[src/rtl/sobolrng_mdim.sv]
// ---------------------------------------------------------------------------
// sobolrng_mdim
//   Multi-dimension Sobol quasi-random generator for the stochastic-computing
//   datapath. Every dimension shares one index counter. The direction vector
//   used on each step is the one selected by the lowest zero bit of the index,
//   which produces the Gray-code Sobol order. Each accepted transfer
//   (oValid & iReady) advances every dimension by one sample. oWrap pulses for
//   one cycle when the 2^BITWIDTH period completes.
//
//   Optional build macro SOBOLRNG_MDIM_SCRAMBLE_EN:
//     When defined, the block adds an iScramble input. Each dimension's output
//     is the state register XORed with its scramble word. The state sequence
//     and the wrap behaviour do not change.
//     When undefined, oRand is the raw state.
// ---------------------------------------------------------------------------
module sobolrng_mdim #(
  parameter int BITWIDTH = 8,
  parameter int NUM_DIM  = 2
) (
  input  logic                                  iClk,
  input  logic                                  iRst,
  input  logic                                  iEn,
  input  logic                                  iClr,
  input  logic [NUM_DIM*BITWIDTH*BITWIDTH-1:0]  iDirVec,
`ifdef SOBOLRNG_MDIM_SCRAMBLE_EN
  input  logic [NUM_DIM*BITWIDTH-1:0]           iScramble,
`endif
  input  logic                                  iReady,
  output logic                                  oValid,
  output logic [NUM_DIM*BITWIDTH-1:0]           oRand,
  output logic [BITWIDTH-1:0]                   oIdx,
  output logic                                  oWrap
);

  localparam logic [BITWIDTH-1:0] IDX_ONE = {{(BITWIDTH-1){1'b0}}, 1'b1};

  // Registered state
  logic [BITWIDTH-1:0]         idx_q,   idx_d;
  logic [NUM_DIM*BITWIDTH-1:0] state_q, state_d;
  logic                        valid_q, valid_d;
  logic                        wrap_q,  wrap_d;

  // Combinational helpers
  logic                        fire;
  logic                        idx_last;
  logic [BITWIDTH-1:0]         sel_onehot;
  logic [NUM_DIM*BITWIDTH-1:0] dir_sel;

  assign fire     = valid_q & iReady;
  assign idx_last = &idx_q;

  // Select each dimension's direction vector from the lowest zero bit of the index
  always_comb begin
    // NOTE: every signal gets a default before any conditional update.
    // This keeps the block free of latches.
    sel_onehot = ~idx_q & (idx_q + IDX_ONE);
    dir_sel    = '0;
    for (int d = 0; d < NUM_DIM; d++) begin
      for (int k = 0; k < BITWIDTH; k++) begin
        dir_sel[d*BITWIDTH +: BITWIDTH] = dir_sel[d*BITWIDTH +: BITWIDTH]
          | (iDirVec[((d*BITWIDTH + k)*BITWIDTH) +: BITWIDTH] & {BITWIDTH{sel_onehot[k]}});
      end
    end
  end

  // Next state: clear wins over advance, and a fire on the last index wraps to zero
  always_comb begin
    idx_d   = idx_q;
    state_d = state_q;
    valid_d = iEn;
    wrap_d  = 1'b0;
    if (iClr) begin
      idx_d   = '0;
      state_d = '0;
      valid_d = 1'b0;
    end else if (fire) begin
      if (idx_last) begin
        idx_d   = '0;
        state_d = '0;
        wrap_d  = 1'b1;
      end else begin
        idx_d   = idx_q + IDX_ONE;
        state_d = state_q ^ dir_sel;
      end
    end
  end

  // State registers with synchronous active-high reset
  always_ff @(posedge iClk) begin
    // NOTE: use non-blocking assignments for every flop.
    // Each register then sees the pre-edge value of the others.
    if (iRst) begin
      idx_q   <= '0;
      state_q <= '0;
      valid_q <= 1'b0;
      wrap_q  <= 1'b0;
    end else begin
      idx_q   <= idx_d;
      state_q <= state_d;
      valid_q <= valid_d;
      wrap_q  <= wrap_d;
    end
  end

  assign oValid = valid_q;
  assign oIdx   = idx_q;
  assign oWrap  = wrap_q;

`ifdef SOBOLRNG_MDIM_SCRAMBLE_EN
  assign oRand = state_q ^ iScramble;
`else
  assign oRand = state_q;
`endif

endmodule

[config.mk]
export PLATFORM = sky130hd
export DESIGN_NAME = sobolrng_mdim
export DESIGN_NICKNAME = d
export VERILOG_FILES = /design/src/rtl/sobolrng_mdim.sv
export SDC_FILE = /design/constraint.sdc
export NUM_CORES = 1
export LEC_CHECK = 0
export CORE_ASPECT_RATIO = 0.6
export CORE_MARGIN = 2
export CORE_UTILIZATION = 25
export CTS_BUF_LIST = sky130_fd_sc_hd__clkbuf_4
export CTS_CLUSTER_DIAMETER = 60
export DETAILED_ROUTE_END_ITERATION = 6
export GPL_TIMING_DRIVEN = 0
export PLACE_DENSITY = 0.68
export SLEW_MARGIN = 25
export SYNTH_ARGS = -nofsm -noshare
export SYNTH_HDL_FRONTEND = slang
export SYNTH_SLANG_ARGS = --single-unit
[constraint.sdc]
create_clock -name iClk -period 3.1 [get_ports iClk]
set_input_delay 0.93 -clock iClk [delete_from_list [all_inputs] [get_ports iClk]]
set_output_delay 0.93 -clock iClk [all_outputs]
set_load 0.02 [all_outputs]
==> impl_metrics.yaml <==
power_and_ir_drop:
  cellInternalPower_w: 0.000640
  peakVddDrop_uv: 188
  power.share.clock_pct: 29.8
  pwr-share-seq_pct: 42.0
  p_sw_w: 0.000174
  p_leak_nw: 1.23
  power_density_mw_per_mm2: 221
  swShare_pct: 21.4
  power_frac_comb_pct: 28.2
synth:
  synthCells: 224
  syn_area_mm2: 0.00190
  synth-seq-cells: 26
  synth_edf_count: 0
  yosys.cell_count.top_type: "a22oi_1"
  synth_fp_nets: 365
  synth_common_cells: "32 x a22oi_1, 26 x dfxtp_1"
  synth_top_area_share_pct: 27.4
  synth.avg_cell_area_um2: 8.47
  synth-async-reset-ratio_pct: 0
  synth_cell_type_count: 26
  synth.area.top_cells: "dfxtp_1 27%, a22oi_1 13%, mux2i_1 8.4%, a221oi_1 7.4%, a22o_1 7.4%"
  synth_top_flop_cell: "dfxtp_1"
  ys_seq_area_share_pct: 27.4
  synth.largest_area_cell: "dfxtp_1"
  ys_warn_count: 0
floorplanning:
  die_w_um: 116
  fp-row-count: 24
  initial_core_util_pct: 26.0
  die_area_mm2: 0.00832
  ios: 159
  die_h_um: 71.5
  core-area_mm2: 0.00730
global_routing:
  grt_antenna_before_repair: 0
  grt_overflow_total: 0
  first_global_vias: 2522
  grt_max_degree: 16
  grt_pass1_wl_um: 13100
  track_usage_pct: 20.3
run_status:
  status: "complete, no violations"
setup_path:
  critical-path-top-delay-family: "compound AO/OA/AOI/OAI gates"
  r2r-start: "oIdx[0]$_SDFFE_PP0P_"
  slowest_delay_ps: 500
  critical_path_class: "reg2reg"
  start_kind: "flop"
  reg2regPathDepth: 10
  worst-r2r-setup-slack_ps: 300
  cp.buffers_inverters: 2
  path_cells: "ha_1 > and3_1 > and3_1 > ha_1 > clkbuf_1 > buf_2 > a22o_1 > a221oi_1 > a31oi_1 > mux2i_1"
  arrival_ps: 3050
  crit_path_end_kind: "flop"
  critPathSlowestCell: "a221oi_1"
  crit_required_ps: 3350
  path_max_fanout: 10
  reg2reg_to: "oRand[10]$_SDFFE_PP0P_"
clocking:
  cts-htree-levels: 1
  clock-sinks: 26
  clockBufferDepth: 2
  clk_latency_ps: 340
  cts_root_buf: "clkbuf_4"
  cts_tree: "done"
  cts_buffers: 3
  path_clk_slew_ps: 160
drt:
  drt_first_pass_iters: 5
  drtIter0Drc: 162
  routed_wl_um: 8800
  routed_via_density: 5.20
  routed-via-count: 2537
  final_antenna_net_count: 0
  wl_per_cell_um: 18.0
  drc: 0
placement:
  dp_hpwl_um: 7100
  dp_slack_ps: -198
  gp_congestion: 0.845
  dp.cells: 486
  portBuffers: 158
job:
  drv_cap: 0
timing:
  setup_violations: 0
  fin_ws_ps: 303
  drv_slew: 0
  relSlewSlack_pct: 59.3
  post-route-period-util_pct: 90.2
  worst_pin_slew_ps: 610
  hold_viol: 0
  rsz0062_at_grt: "false"
  skew_ps: 17.2
  fmax_mhz: 358
  layout_min_cycle_time_ps: 2800
final_layout:
  layout-area-overhead-vs-synth_pct: 94.0
  antenna-diode-count: 0
  stdcell_count: 488
  n_fill_cell: 699
  nets: 526
  drive_above_1_share_pct: 4.17
hold_path:
  hold_path_depth: 2
  hp-class: "reg2reg"
  min-delay-start: "oRand[10]$_SDFFE_PP0P_"
  hold_end: "oRand[10]$_SDFFE_PP0P_"
==> per-layer routing <==
metal	GRT usage (%)	vias up	part of all wire [%]
li1	-	1218	-
met1	29.8	1190	47
met2	30.1	121	42
met3	6.43	8	11
met4	2.12	0	0.75
met5	0	-	0
==> power by group through the flow <==
stage	Sequential (W)	Combinational (W)	Clock [W]
3_5_place_dp	0.000349	0.000228	0
6_report	0.000342	0.000230	0.000243
2_1_floorplan	0.000353	0.0000379	0
4_1_cts	0.000342	0.000229	0.000250
3_3_place_gp	0.000348	0.000225	0
5_1_grt	0.000342	0.000245	0.000263
==> worst register-to-register path, delay by kind of cell, from the launching register on <==
family          cells  cell delay [ps]
compound gates      3              930
simple gates        2              430
fa+ha+maj           2              410
buf+inv             2              410
flops               1              400
mux                 1              150
==> sequential cells by signal, summed over array words and instances, names as in the netlist <==
| register | count |
|---|---|
| oIdx | 8 |
| oRand | 16 |
| oWrap | 1 |
| oValid | 1 |
==> how the worst max path moves through the flow <==
stage,cells past startpoint,end,from
6_report,10,oRand[10]$_SDFFE_PP0P_,oIdx[0]$_SDFFE_PP0P_
3_3_place_gp,10,oRand[14]$_SDFFE_PP0P_,oIdx[0]$_SDFFE_PP0P_
4_1_cts,11,oRand[13]$_SDFFE_PP0P_,oIdx[0]$_SDFFE_PP0P_
3_5_place_dp,10,oRand[12]$_SDFFE_PP0P_,oIdx[0]$_SDFFE_PP0P_
2_1_floorplan,10,oRand[10]$_SDFFE_PP0P_,oIdx[0]$_SDFFE_PP0P_
5_1_grt,10,oRand[10]$_SDFFE_PP0P_,oIdx[0]$_SDFFE_PP0P_
==> logic make-up (layout without fill, tap and decap cells) <==
group,count (synthesis),in the layout,synth area share [%]
AO/OA/AOI/OAI,87,87,35.5
XOR/XNOR,1,1,0.462
adder cells (fa/ha/maj),8,8,5.28
buffers and inverters,31,191,7.06
flip-flops,26,26,27.4
multiplexers,16,16,8.44
AND/OR/NAND/NOR,55,55,15.8
==> layout by cell type, fill, tap and decap left out, drive strengths merged, types with 8 or more instances in the layout <==
cell             n
a221oi          16
a22o            16
a22oi           32
a31oi           16
clkbuf          17
clkdlybuf4s50  158
dfxtp           26
ha               8
mux2i           16
nand3           16
nor2            10
or3             16
==> through the flow <==
stage | setup TNS (ps) | hold WS, ps | area, um2 | power, W | utilization, %
2_1_floorplan | 0 | 554 | 1900 | 0.000390 | -
3_3_place_gp | -1090 | 464 | 3610 | 0.000574 | 49.5
3_5_place_dp | -1270 | 471 | 3610 | 0.000576 | 49.5
4_1_cts | 0 | 495 | 3670 | 0.000821 | 50.4
5_1_grt | 0 | 531 | 3680 | 0.000850 | 50.4
6_report | 0 | 489 | 3680 | 0.000814 | 50.4
==> what timing repair did <==
item                       4_1_cts  5_1_grt
setup endpoints to repair       10       10
hold buffers                     0        0
resized for setup                4        2
setup buffers                    0        0
==> layout make-up <==
cell class,count,area [um2],area share (%)
plain buffers,21,97.6,2.65
clock buffers,3,22.5,0.612
clock inverters,1,30.0,0.816
inverters,8,31.3,0.850
multi-input cells,167,1270,34.4
flip-flops and latches,26,520,14.1
well taps,104,130,3.54
repair buffers,158,1580,43.0
No activity file was read; power rests on OpenSTA's default activity.
